<file path="src/rtl/kong_keypad_ctrl.sv">
// Keypad input conditioning for Kong: synchronise and debounce the raw keypad,
// latch movement requests once per frame, edge-detect jump, and toggle cheat mode.
module kong_keypad_ctrl #(
    parameter int unsigned DEBOUNCE_CYCLES      = 16,
    parameter int unsigned CHEAT_TIMEOUT_FRAMES = 120,
    parameter logic [3:0]  KEY_UP               = 4'd2,
    parameter logic [3:0]  KEY_DOWN             = 4'd8,
    parameter logic [3:0]  KEY_LEFT             = 4'd4,
    parameter logic [3:0]  KEY_RIGHT            = 4'd6,
    parameter logic [3:0]  KEY_JUMP             = 4'd5,
    parameter logic [15:0] CHEAT_SEQ            = {4'd1, 4'd3, 4'd7, 4'd9}
) (
    input  logic       clk,
    input  logic       resetN,
    input  logic       startOfFrame,
    input  logic       keyIsPressed,
    input  logic [3:0] keyCode,
    output logic       ask_move_up,
    output logic       ask_move_down,
    output logic       ask_move_left,
    output logic       ask_move_right,
    output logic       ask_move_jump,
    output logic       cheat_mode
);

    localparam int unsigned      CNT_W   = $clog2(DEBOUNCE_CYCLES) + 1;
    localparam int unsigned      FRM_W   = $clog2(CHEAT_TIMEOUT_FRAMES + 1);
    localparam logic [CNT_W-1:0] CNT_MAX = CNT_W'(DEBOUNCE_CYCLES - 1);
    localparam logic [FRM_W-1:0] FRM_MAX = FRM_W'(CHEAT_TIMEOUT_FRAMES);

    typedef enum logic [1:0] {IDLE, S1, S2, S3} cheat_state_t;

    logic [4:0]       sync1, sync2, raw_s;
    logic [4:0]       candidate, stable, stable_d;
    logic [CNT_W-1:0] db_cnt;
    logic             press_evt;
    logic [3:0]       stable_code;
    logic             dir_up, dir_down, dir_left, dir_right;
    logic             jump_evt, jump_pending;

    cheat_state_t     state, eff_state, next_state;
    logic [FRM_W-1:0] frame_cnt;
    logic             timeout, toggle;
    logic [3:0]       expected;

    // Released keys carry code 0 so a release always differs from any press.
    assign raw_s       = {sync2[4], sync2[4] ? sync2[3:0] : 4'd0};
    assign stable_code = stable[3:0];
    assign press_evt   = stable[4] && (!stable_d[4] || stable_d[3:0] != stable_code);

    always_ff @(posedge clk or posedge resetN) begin
        if (resetN) begin
            sync1     <= '0;
            sync2     <= '0;
            candidate <= '0;
            stable    <= '0;
            stable_d  <= '0;
            db_cnt    <= '0;
        end else begin
            sync1    <= {keyIsPressed, keyCode};
            sync2    <= sync1;
            stable_d <= stable;
            if (raw_s != candidate) begin
                candidate <= raw_s;
                db_cnt    <= '0;
            end else if (db_cnt == CNT_MAX) begin
                stable <= candidate;
            end else begin
                db_cnt <= db_cnt + CNT_W'(1);
            end
        end
    end

    always_comb begin
        dir_up    = stable[4] && stable_code == KEY_UP;
        dir_down  = stable[4] && stable_code == KEY_DOWN;
        dir_left  = stable[4] && stable_code == KEY_LEFT;
        dir_right = stable[4] && stable_code == KEY_RIGHT;
        jump_evt  = press_evt && stable_code == KEY_JUMP;
    end

    // A jump event landing on the frame pulse is carried into the next frame.
    always_ff @(posedge clk or posedge resetN) begin
        if (resetN) begin
            ask_move_up    <= 1'b0;
            ask_move_down  <= 1'b0;
            ask_move_left  <= 1'b0;
            ask_move_right <= 1'b0;
            ask_move_jump  <= 1'b0;
            jump_pending   <= 1'b0;
        end else if (startOfFrame) begin
            ask_move_up    <= dir_up;
            ask_move_down  <= dir_down;
            ask_move_left  <= dir_left;
            ask_move_right <= dir_right;
            ask_move_jump  <= jump_pending;
            jump_pending   <= jump_evt;
        end else if (jump_evt) begin
            jump_pending <= 1'b1;
        end
    end

    always_comb begin
        timeout    = (frame_cnt == FRM_MAX);
        eff_state  = timeout ? IDLE : state;
        next_state = eff_state;
        toggle     = 1'b0;
        case (eff_state)
            IDLE:    expected = CHEAT_SEQ[15:12];
            S1:      expected = CHEAT_SEQ[11:8];
            S2:      expected = CHEAT_SEQ[7:4];
            default: expected = CHEAT_SEQ[3:0];
        endcase
        if (press_evt) begin
            if (stable_code == expected) begin
                case (eff_state)
                    IDLE:    next_state = S1;
                    S1:      next_state = S2;
                    S2:      next_state = S3;
                    default: begin
                        next_state = IDLE;
                        toggle     = 1'b1;
                    end
                endcase
            end else if (stable_code == CHEAT_SEQ[15:12]) begin
                next_state = S1;
            end else begin
                next_state = IDLE;
            end
        end
    end

    always_ff @(posedge clk or posedge resetN) begin
        if (resetN) begin
            state      <= IDLE;
            frame_cnt  <= '0;
            cheat_mode <= 1'b0;
        end else begin
            state      <= next_state;
            cheat_mode <= cheat_mode ^ toggle;
            if (press_evt || next_state == IDLE)
                frame_cnt <= '0;
            else if (startOfFrame && state != IDLE && frame_cnt != FRM_MAX)
                frame_cnt <= frame_cnt + FRM_W'(1);
        end
    end

endmodule

</file>
<file path="config.mk">
export PLATFORM = sky130hd
export DESIGN_NAME = kong_keypad_ctrl
export DESIGN_NICKNAME = d
export VERILOG_FILES = /design/src/rtl/kong_keypad_ctrl.sv
export SDC_FILE = /design/constraint.sdc
export NUM_CORES = 1
export LEC_CHECK = 0
export CAP_MARGIN = 0
export CORE_MARGIN = 3
export CORE_UTILIZATION = 45
export CTS_CLUSTER_SIZE = 8
export DETAILED_ROUTE_END_ITERATION = 10
export PLACE_DENSITY = 0.66
export SYNTH_ARGS = -nofsm -noshare
export SYNTH_HDL_FRONTEND = slang
export SYNTH_SLANG_ARGS = --single-unit
</file>
<file path="constraint.sdc">
create_clock -name clk -period 2.3 [get_ports clk]
set_input_delay 0.23 -clock clk [delete_from_list [all_inputs] [get_ports clk]]
set_output_delay 0.23 -clock clk [all_outputs]
set_load 0.005 [all_outputs]
</file>
==> results of run 1 <==
## cell type report
type	count	area share, %
Tap cell	50	2.73
Multi-Input combinational cell	108	33.7
Timing Repair Buffer	17	7.00
Inverter	14	2.30
Clock buffer	5	3.01
Sequential cell	46	50.3
Clock inverter	3	0.929
## how the worst max path moves through the flow
stage / startpoint / endpoint / slack (ns)
4_1_cts: frame_cnt[0] / cheat_mode / 0.03
5_1_grt: frame_cnt[1] / state[0] / -0.10
3_5_place_dp: frame_cnt[0] / cheat_mode / -0.04
6_report: frame_cnt[1] / state[0] / 0.05
3_3_place_gp: frame_cnt[0] / cheat_mode / 0.1
2_1_floorplan: frame_cnt[0] / cheat_mode / 0.11
## power breakdown
group          switching (mW)  total [mW]  internal (mW)
clock network           0.271       0.485          0.213
registers              0.0121       0.835          0.823
logic                  0.0289      0.0530         0.0242
## what timing repair did
action,4_1_cts,5_1_grt
pin swaps,0,2
gates resized for setup,4,3
endpoints found under the setup margin,2,2
endpoints found under the hold margin,0,0
buffers inserted,0,2
## cells in the mapped netlist, types with 2 or more instances
cell,count
clkbuf_2,2
o22ai_1,3
o21ai_0,6
nor2b_1,2
nor2_1,17
nor3_1,2
ha_1,6
dfrtp_1,46
nand2_1,10
and2_1,4
mux2_2,7
nand3_1,10
xnor2_1,9
xor2_1,10
clkbuf_1,3
inv_1,14
nand4_1,3
a21oi_1,2
## metal layers
layer | vias up | wire (um)
met5 | - | 0
met4 | 0 | 55
met3 | 6 | 127
met2 | 23 | 1600
met1 | 617 | 1400
li1 | 610 | -
## worst max-delay path, cell delays in order, from the launching register on
cell and delay [ns]:
dfrtp_1 0.42, inv_1 0.08, ha_1 0.13, nand2_1 0.05, or3_4 0.34, and2_4 0.17
ha_4 0.27, xor2_1 0.14, nand4_1 0.17, buf_4 0.19, nand4_1 0.08, o211ai_1 0.09
## logic make-up (layout without fill, tap and decap cells)
kind of cell,Yosys count,after routing,synth area share (%)
xor gates and xnor gates,19,19,8.40
AOI/OAI and AO/OA,17,17,6.00
muxes,8,8,4.49
adders and majority gates,6,6,3.79
buffers and inverters,20,39,4.30
DFF,46,46,58.1
and+or+nand+nor,58,58,14.9
## state kept, by name, summed over array words and instances, names as in the netlist, 2 cells and up
name	cells
candidate	5
db_cnt	5
frame_cnt	7
stable	5
stable_d	5
state	2
sync1	5
sync2	5
## through the flow
step	util, %	area, um^2	instances	hold slack [ns]
floorplan	-	1980	174	0.261
global placement	52.4	2160	233	0.332
detailed placement	52.4	2160	233	0.335
CTS	55.1	2270	241	0.353
global route	55.6	2290	243	0.351
finish	55.6	2290	243	0.352
==> flow_summary_export.csv, run 1 <==
group,metric,value,unit
setup_path,end_kind,"flip-flop",
sta,finalCritPeriodShare,98.0,%
route,drc,0,
clock_tree,cts.sinks,46,
clock_tree,cts.reportedPaths.clkPinSlew,0.08,ns
place,dp_slack,-0.0396,ns
place,gp_congestion,0.799,
global_route,grt_pass1_wl,5530,um
synth,synth_top_area_share,58.1,%
synth,syn_avg_cell_area,11.4,um^2
synth,yosys_most_used_dff,"dfrtp_1",
setup_path,arrival,2.43,ns
min_path,hold_class,"reg -> reg",
sta,tns,0,ns
clock_tree,cts_root_buffer,"clkbuf_8",
synth,synth.distinct_cells,36,
cells_and_area,multiInputGateArea,772,um^2
floorplan,die_y,72.3,um
sta,rsz0062_at_grt,"true",
global_route,grt_use_met2,22.6,%
global_route,grt_overflow,0,
sta,max_slew_margin,62.4,%
floorplan,initial_core_util,48.1,%
flow_run,max_cap_viol_count,0,
global_route,grt.busiest_layer,"met2",
min_path,min_to,"sync2[1]",
synth,synth_cells,174,
place,portBuffers,13,
sta,finalSetupViolCount,0,
setup_path,critical_path_required,2.47,ns
synth,synthTopCellsByArea,"dfrtp_1 58%, xor2_1 4.4%, mux2_2 4.0%, xnor2_1 4.0%, ha_1 3.8%",
global_route,grt_max_degree,47,
route,vias,1256,
cells_and_area,layout.nets,206,
synth,synth-seq-cells,46,
clock_tree,htreeDepth,2,
power_and_ir_drop,ir_drop,422,uV
setup_path,path_class,"reg -> reg",
sta,finClkSkew,0.00545,ns
floorplan,dieArea,5230,um^2
sta,min_period,2.25,ns
sta,setup_slack,0.0457,ns
power_and_ir_drop,power.density,600,nW/um^2
synth,syn-num-nets,188,
clock_tree,hold_buffers,0,
cells_and_area,final_common_cell,"dfrtp_1",
min_path,hold_start,"sync1[1]",
floorplan,dieWidth,72.3,um
floorplan,ios,14,
route,routed_wl,3180,um
power_and_ir_drop,power,1.37,mW
synth,yosys_warnings,0,
synth,netlist_area,1980,um^2
route,drt_iter0_drc,81,
route,viasPerCell,5.17,
setup_path,reg2reg_slack,0.05,ns
synth,async_flop_share,100,%
clock_tree,clock_latency,0.30,ns
cells_and_area,fillers,343,
clock_tree,tritoncts,"built",
route,wire_per_inst,13.1,um
clock_tree,clock_path_buffers,2,
route,drtAntennaViolNets,0,
setup_path,cp-start-kind,"flip-flop",
min_path,timing.hold.worst_path_depth,0,
route,firstDrtPassIters,4,
setup_path,rr_worst_depth,11,
cells_and_area,final_cell_mix,"46 x dfrtp_1, 17 x nor2_1, 13 x clkdlybuf4s50_1",
sta,max_freq,444,MHz
floorplan,core_area,4120,um^2
setup_path,r2r-end,"state[0]",
outcome,status,"complete, no violations",
synth,synth-seq-area-share,58.1,%
global_route,met1_usage,16.8,%
synth,synth-edff-count,0,
place,dp_hpwl,2260,um
global_route,grt_pass1_vias,1259,
sta,tightest_slew,0.564,ns
setup_path,cp_max_fo,4,
sta,hold_violations,0,
cells_and_area,areaGrowthSynthToFinish,15.5,%
clock_tree,cts_buffers,5,
power_and_ir_drop,cellLeakagePower,1.02,nW
cells_and_area,regArea,1150,um^2
setup_path,reg2reg_from,"frame_cnt[1]",
cells_and_area,drive_gt1_share,16.6,%
cells_and_area,n_antenna_cell,0,
global_route,grt_util_met3,4.57,%
floorplan,row_count,23,
global_route,antenna_found_initial,0,
sta,drv_slew,0,
global_route,grt_util_all_layers,13.9,%
synth,yosys.area.top_type,"dfrtp_1",
(Power assumes the default switching activity.)
==> inputs of run 2 (changes only) <==
Settings changed: CAP_MARGIN 0 to 20, DONT_BUFFER_PORTS from default to 1, PLACE_DENSITY 0.66 to 0.64.
==> flow_summary_export.csv, run 2 (synthesis results as in run 1) <==
group,metric,value,unit
sta,max_freq,441,MHz
cells_and_area,largest_reg_flops,7,
power_and_ir_drop,ir_drop,397,uV
setup_path,critical_path_required,2.55,ns
setup_path,cp_slowest_cell,"dfrtp_1",
sta,tightest_slew,0.915,ns
setup_path,crit_chain,"inv_2, ha_4, nand2_2, or3_4, and2_4, ha_4, xor2_1, nand4_1, buf_4, nor2_4, mux2_4",
outcome,violations,"hold timing",
cells_and_area,layout.nets,201,
place,portBuffers,0,
sta,hold_violations,1,
sta,worst_hold_slack,-0.000402,ns
sta,drv_slew,0,
setup_path,cp_common_cell,"ha_4",
place,gp_congestion,0.766,
cells_and_area,final_cell_mix,"46 x dfrtp_1, 16 x nor2_1, 10 x xor2_1, 10 x inv_1",
place,placed_area,2020,um^2
power_and_ir_drop,power,1.38,mW
cells_and_area,fillers,349,
clock_tree,cts_root_buffer,"clkbuf_8",
setup_path,cp-start-kind,"flip-flop",
sta,finalCritPeriodShare,98.7,%
route,drtAntennaViolNets,0,
clock_tree,tritoncts,"built",
global_route,grt_max_degree,47,
clock_tree,cts.reportedPaths.clkPinSlew,0.09,ns
route,drc,0,
clock_tree,clock_path_buffers,2,
clock_tree,cts.sinks,46,
floorplan,initial_core_util,48.1,%
setup_path,path_class,"reg -> reg",
cells_and_area,top_register,"frame_cnt",
cells_and_area,regArea,1150,um^2
global_route,grt_pass1_vias,1314,
setup_path,end_kind,"flip-flop",
cells_and_area,multiInputGateArea,803,um^2
power_and_ir_drop,cellLeakagePower,1.01,nW
sta,finalSetupViolCount,0,
min_path,hold_class,"in -> async",
setup_path,arrival,2.52,ns
route,firstDrtPassIters,4,
global_route,grt_util_all_layers,13.8,%
setup_path,slowest_delay,0.42,ns
setup_path,cp_max_fo,4,
floorplan,dieWidth,72.3,um
cells_and_area,n_antenna_cell,0,
route,vias,1256,
outcome,status,"finished, violations left",
global_route,grt_pass1_wl,5660,um
floorplan,ios,14,
flow_run,max_cap_viol_count,0,
sta,max_slew_margin,38.9,%
cells_and_area,areaGrowthSynthToFinish,14.4,%
sta,finClkSkew,0.00951,ns
route,wire_per_inst,13.5,um
cells_and_area,utilization,55.1,%
clock_tree,cts_buffers,5,
clock_tree,clock_latency,0.30,ns
route,drt_iter0_drc,41,
clock_tree,htreeDepth,2,
cells_and_area,final_common_cell,"dfrtp_1",
floorplan,die_y,72.3,um
setup_path,cp_num_buf_inv,2,
place,dp_hpwl,2060,um
global_route,antenna_found_initial,0,
power_and_ir_drop,power.density,610,nW/um^2
cells_and_area,drive_gt1_share,21.3,%
sta,rsz0062_at_grt,"true",
route,viasPerCell,5.28,
sta,min_period,2.27,ns
cells_and_area,layoutNonFillerInstCount,238,
floorplan,core_area,4120,um^2
cells_and_area,fin_area,2270,um^2
route,routed_wl,3210,um
place,place_inst,219,
floorplan,row_count,23,
floorplan,dieArea,5230,um^2
global_route,grt_overflow,0,
setup_path,crit_family,"simple AND/OR/NAND/NOR gates",
run 2: power breakdown:
part / switching, mW / leakage (nW) / internal [mW] / total (mW)
registers: 0.0121 / 0.613 / 0.823 / 0.835
clock network: 0.283 / 0.0447 / 0.219 / 0.502
logic: 0.0264 / 0.355 / 0.0185 / 0.0448
total: 0.321 / 1.01 / 1.06 / 1.38
run 2: final timing paths:
path,from,to,slack (ns),cells past startpoint
max,frame_cnt[1],state[1],0.03,11
min,resetN,frame_cnt[4],-0.0004,1
max reg2reg,frame_cnt[1],state[1],0.03,11
min reg2reg,sync1[4],sync2[4],0.36,0
max in group asynchronous,resetN,sync2[2],1.72,1
min in group clk,startOfFrame,jump_pending,0.03,1
run 2: worst reg2reg max path, delay by kind of cell (launching register included):
family / cells / cell delay (ns)
DFF: 1 / 0.42
adders and majority gates: 2 / 0.39
buffers and inverters: 2 / 0.27
and+or+nand+nor: 5 / 0.84
xor gates and xnor gates: 1 / 0.16
muxes: 1 / 0.14
run 2: area by class of cell:
type                            count  area share (%)
Clock buffer                        5            3.04
Sequential cell                    46            50.8
Clock inverter                      3            1.10
Inverter                           14            2.32
Tap cell                           50            2.76
Timing Repair Buffer               12            4.53
Multi-Input combinational cell    108            35.5
run 2: what timing repair did:
action | 4_1_cts | 5_1_grt
hold endpoints to repair | 5 | 0
pin swaps | 0 | 1
buffers inserted | 1 | 5
endpoints found under the setup margin | 2 | 3
hold buffers | 5 | 0
gates resized for setup | 2 | 13
run 2: per-layer routing:
metal,track usage [%],vias to the layer above,share of wire (%)
met5,0,-,0
met4,5.64,0,2.1
met2,24.3,28,51
li1,-,601,-
met3,4.29,7,4.3
met1,15.5,620,43
run 2: through the flow:
step / setup TNS (ns) / setup slack (ns)
after floorplan: 0 / 0.110
after global placement: 0 / 0.0931
after detailed placement: -0.0335 / -0.0335
after CTS: 0 / 0.0242
after global routing: -0.149 / -0.0679
final: 0 / 0.0308
==> edit 1 (flow settings as in run 1) <==
Change the parameter `CHEAT_TIMEOUT_FRAMES` from 120 to 180.
--- a/src/rtl/kong_keypad_ctrl.sv
+++ b/src/rtl/kong_keypad_ctrl.sv
@@ -2,7 +2,7 @@
 // latch movement requests once per frame, edge-detect jump, and toggle cheat mode.
 module kong_keypad_ctrl #(
     parameter int unsigned DEBOUNCE_CYCLES      = 16,
-    parameter int unsigned CHEAT_TIMEOUT_FRAMES = 120,
+    parameter int unsigned CHEAT_TIMEOUT_FRAMES = 180,
     parameter logic [3:0]  KEY_UP               = 4'd2,
     parameter logic [3:0]  KEY_DOWN             = 4'd8,
     parameter logic [3:0]  KEY_LEFT             = 4'd4,
Check against the original RTL: no difference found for any inputs over 10 cycles, from zero or initial values and one cycle with resetN high; that may be too few to reach the edited logic, so the function may still have changed.
==> edit 1 against run 1 <==
Synthesized cell count fell by 2.9%. Sequential cell count rose by 1. Wire length rose by 3.2%. Final area rose by 6.3%. Setup slack improved by 0.041 ns. Total power rose by 2.0%. Synthesized area rose by 5.1%. Final cell count rose by 0.41%. Critical endpoint is now state[1]. Largest power group unchanged.
==> edit 1: results (changes against run 1) <==
| Metric | Value |
|---|---|
| Netlist cell types | 40 (+11%) |
| DRC violation total after the first TritonRoute iteration | 27 (-67%) |
| Vias per cell | 5.254 (+1.7%) |
| Wire length on met2 | 1.606 mm (+0.44%) |
| Max reg flops | 8 (+1) |
| Met3 WL | 116 µm (-8.7%) |
| Vias in the first global route | 1250 (-0.71%) |
| WP data arrival | 2.40 ns (-0.03 ns) |
| Hpwl dp | 2.377 mm (+5.0%) |
| Max_slew headroom | 57.50% (-4.9 points) |
| Largest net degree at the start of global routing | 34 (-28%) |
| GPL Wtd Cong | 0.8014 (+0.35%) |
| Sw frac | 22.53% (-0.23 points) |
| Final Net Count | 205 (-0.49%) |
| Clock Skews | 0.002391 ns (-0.003055 ns) |
| Hold WC Path Type | in -> async |
| Routed met1 length | 1.512 mm (+8.1%) |
| Status | completed |
| Worst-path maximum fanout | 3 (-1) |
| Layout fillers | 380 (+11%) |
| Top delay family on crit path | buffers and inverters |
| Overall routed net length | 3.285 mm (+3.2%) |
| P_leak | 1.082 nW (+6.6%) |
| Critical Path Max Stage Delay | 0.40 ns (-0.02 ns) |
| First-pass GRT wire length | 5.671 mm (+2.5%) |
| Maximum vdd ir drop | 0.4415 mV (+4.6%) |
| Largest cells by area after synthesis | dfrtp_1 (56%), xnor2_1 (4.6%), xor2_1 (4.2%) |
| Sequential fraction of the synthesis area | 56.49% (-1.6 points) |
| Commonest cells in the synthesized netlist | dfrtp_1 (47), nor3_1 (12), xnor2_1 (11) |
==> edit 1: changes by cell type after synthesis, sizes merged, moves of 4 or more <==
cell / delta
clkbuf: -4
nor2: -8
buf: +6
o21ai: -4
nor3: +12
nand2: -6
inv: -5
nand3: -8
==> edit 1: final cells by class <==
| class | instances | area (µm²) | area share [%] |
|---|---|---|---|
| flip-flops and latches | 47 | 1176 | 48.33 |
| multi-input cells | 105 | 847.1 | 34.81 |
| repair buffers | 23 | 217.7 | 8.946 |
| clock buffers | 5 | 68.82 | 2.828 |
| well taps | 52 | 65.06 | 2.674 |
| inverters | 9 | 33.78 | 1.388 |
| clock inverters | 3 | 25.02 | 1.028 |
==> edit 1: final timing paths <==
kind	startpoint	endpoint	slack (ns)	cells past startpoint
hold / removal	resetN	ask_move_right	0.22	2
min in group clk	sync1[0]	sync2[0]	0.35	0
setup / recovery	frame_cnt[1]	state[1]	0.09	12
setup reg to reg	frame_cnt[1]	state[1]	0.09	12
max in group asynchronous	resetN	db_cnt[4]	1.58	3
hold reg to reg	sync1[0]	sync2[0]	0.35	0
==> edit 1: logic make-up (layout without fill, tap and decap cells) <==
logic type | count (synthesis) | after routing | share of synthesized area, %
AO/OA/AOI/OAI | 16 | 16 | 6.490
buffers and inverters | 17 | 40 | 4.146
adder cells (fa/ha/maj) | 6 | 6 | 3.606
flip-flops | 47 | 47 | 56.49
XOR/XNOR | 21 | 21 | 8.834
AND/OR/NAND/NOR | 51 | 51 | 13.82
multiplexers | 11 | 11 | 6.610
==> edit 1: what timing repair did <==
item / 4_1_cts / 5_1_grt
cloned: 0 / 0
buffers inserted: 0 / 5
pin swaps: 0 / 3
gates resized for setup: 1 / 4
setup endpoints to repair: 1 / 2
==> edit 1: per-stage QoR <==
step	setup slack [ns]	instance area [µm²]	hold WS [ns]	cells
6_report	0.08697	2434	0.2231	244
5_1_grt	-0.02341	2434	0.2453	244
4_1_cts	0.01190	2374	0.2334	239
3_5_place_dp	-0.01177	2275	0.3364	231
3_3_place_gp	0.1742	2275	0.3324	231
2_1_floorplan	0.1513	2082	0.2614	169
==> edit 1: power by group through the flow <==
stage               Combinational [W]  Clock, W  Sequential (W)
finish                      0.0000568  0.000491        0.000851
CTS                         0.0000585  0.000513        0.000852
floorplan                   0.0000380         0        0.000864
global route                0.0000648  0.000558        0.000854
detailed placement          0.0000584         0        0.000868
global placement            0.0000573         0        0.000868
==> edit 1: layer usage <==
metal,global-route usage (%),vias to the layer above
met1,17.02,639
met3,4.595,7
met5,0,-
li1,-,620
met2,21.95,16
met4,6.036,0
==> edit 2 (flow settings as in run 1) <==
Without the edit above. Encoding of `cheat_state_t`: now Gray code (2 bits for 4 states).
--- a/src/rtl/kong_keypad_ctrl.sv
+++ b/src/rtl/kong_keypad_ctrl.sv
@@ -28,7 +28,7 @@
     localparam logic [CNT_W-1:0] CNT_MAX = CNT_W'(DEBOUNCE_CYCLES - 1);
     localparam logic [FRM_W-1:0] FRM_MAX = FRM_W'(CHEAT_TIMEOUT_FRAMES);
 
-    typedef enum logic [1:0] {IDLE, S1, S2, S3} cheat_state_t;
+    typedef enum logic [1:0] {IDLE = 2'b00, S1 = 2'b01, S2 = 2'b11, S3 = 2'b10} cheat_state_t;
 
     logic [4:0]       sync1, sync2, raw_s;
     logic [4:0]       candidate, stable, stable_d;
Function: no difference found for any inputs over 10 cycles, from zero or initial values and one cycle with resetN high; not proved beyond that.
==> edit 2 against run 1 <==
Synthesized area down 0.38%. First-iteration DRC count up 47%. Final area down 1.8%. Clock power up 10%. Sequential cell count unchanged. Total power up 3.5%. Wire length up 2.8%. Setup slack better by 0.49 ns. Largest cell class unchanged.
==> edit 2: results (changes against run 1) <==
| Metric | Value |
|---|---|
| Hpwl dp | 2.298 mm (+1.5%) |
| Vias in the first global route | 1213 (-3.7%) |
| # setup viols final | 0 (unchanged) |
| Max reg flops | 7 (unchanged) |
| Top delay family on crit path | flip-flops |
| Fraction of registers with async set/reset | 100.0% (unchanged) |
| Max_slew headroom | 61.19% (-1.2 points) |
| Commonest cells in the synthesized netlist | dfrtp_1 (46), nor2_1 (19), xnor2_1 (12) |
| Worst-path maximum fanout | 9 (+5) |
| GPL Wtd Cong | 0.8199 (+2.7%) |
| Maximum vdd ir drop | 0.4465 mV (+5.7%) |
| Sw frac | 21.01% (-1.8 points) |
| CP max-delay cell | dfrtp_1 |
| Root Driver | clkbuf_8 |
| Post-CTS Resized | 0 (-4) |
| Gr usage total | 14.16% (+0.23 points) |
| Reg2reg start | stable[2] |
| Final Net Count | 194 (-5.8%) |
| Clock Skews | 0.01314 ns (+0.007690 ns) |
| Vias per cell | 5.283 (+2.2%) |
| Ys Warns | 0 (unchanged) |
| Critical Path Max Stage Delay | 0.54 ns (+0.12 ns) |
| Wire per inst | 14.04 µm (+7.2%) |
| P_leak | 0.9586 nW (-5.6%) |
| Largest net degree at the start of global routing | 47 (unchanged) |
| Sequential fraction of the synthesis area | 58.34% (+0.22 points) |
| Largest cells by area after synthesis | dfrtp_1 (58%), xnor2_1 (5.3%), mux2_4 (3.8%) |
| Clock transition at path regs | 0.08 ns (about the same) |
| Post-CTS setup buffer count | 0 (unchanged) |
| Met3 WL | 102 µm (-20%) |
| Layout fillers | 379 (+10%) |
| Largest buffer count on any clock path | 2 (unchanged) |
| DRC violation total after the first TritonRoute iteration | 119 (+47%) |
| Routed met1 length | 1.540 mm (+10%) |
| First-pass GRT wire length | 5.658 mm (+2.3%) |
| Netlist cell types | 39 (+8.3%) |
| Overall routed net length | 3.271 mm (+2.8%) |
| Placement Setup Slack | 0.5605 ns (+0.6001 ns) |
| WP data arrival | 1.93 ns (-0.50 ns) |
| Share of layout cells above drive strength 1 | 9.836% (-6.7 points) |
| Min-delay src | sync1[2] |
| DP Cell Count | 225 (-3.4%) |
| Cell count after synthesis | 166 (-4.6%) |
| Mapped Nets | 178 (-5.3%) |
| DRT Pass-1 Iters | 4 (unchanged) |
| Cts bufs inserted | 5 (unchanged) |
| Wire length on met2 | 1.596 mm (-0.19%) |
| Status | completed |
| Cell Area, Placed | 0.002142 mm² (-0.64%) |
| Hold WC Path Type | reg -> reg |
| Hold WS | 0.3509 ns (-0.001329 ns) |
| EDFF count, synth | 0 (unchanged) |
## edit 2: metal layers
layer,global-route usage [%],up-vias
met1,18.37,621
met2,22.35,13
met4,4.384,0
li1,-,593
met5,0,-
met3,4.986,4
## edit 2: through the flow
stage / power (W) / utilization, %
4_1_cts: 0.001439 / 54.61
6_report: 0.001421 / 54.61
5_1_grt: 0.001484 / 54.61
3_5_place_dp: 0.0009037 / 52.05
2_1_floorplan: 0.0008788 / -
3_3_place_gp: 0.0009003 / 52.05
## edit 2: path summary, 6_finish.rpt
check,slack [ns],cells after the start,end
hold / removal,0.35,0,sync2[2]
min in group asynchronous,0.37,3,ask_move_jump
setup / recovery,0.54,5,frame_cnt[6]
hold reg to reg,0.35,0,sync2[2]
setup reg to reg,0.54,5,frame_cnt[6]
max in group asynchronous,1.51,3,frame_cnt[4]
## edit 2: kinds of logic (layout without fill, tap and decap cells)
kind of cell	count (synthesis)	after routing	share of synthesized area (%)
flip-flops	46	46	58.34
buffers and inverters	17	34	4.058
adder cells (fa/ha/maj)	4	4	2.537
multiplexers	8	8	5.390
AND/OR/NAND/NOR	53	53	14.27
XOR/XNOR	18	18	7.990
AO/OA/AOI/OAI	20	20	7.420
## edit 2: area by class of cell
| cell class | count | share of cell area, % |
|---|---|---|
| clock buffer | 7 | 4.287 |
| clock inverter | 1 | 0.3898 |
| inverter | 11 | 1.837 |
| multi-input combinational | 103 | 33.02 |
| sequential | 46 | 51.22 |
| tap | 50 | 2.784 |
| timing repair buffer | 15 | 6.459 |
## edit 2: worst register-to-register path: stages, from the launching register on
cell and delay [ns]:
dfrtp_1 0.54, xor2_1 0.18, nor3_1 0.08, a31oi_2 0.41, nand2b_1 0.34, nor2_1 0.09
## edit 2: power by group through the flow
stage | Sequential, W | Combinational (W) | Clock, W
floorplan | 0.000847 | 0.0000322 | 0
global placement | 0.000849 | 0.0000514 | 0
detailed placement | 0.000850 | 0.0000535 | 0
CTS | 0.000834 | 0.0000539 | 0.000552
global route | 0.000836 | 0.0000594 | 0.000589
finish | 0.000833 | 0.0000524 | 0.000535
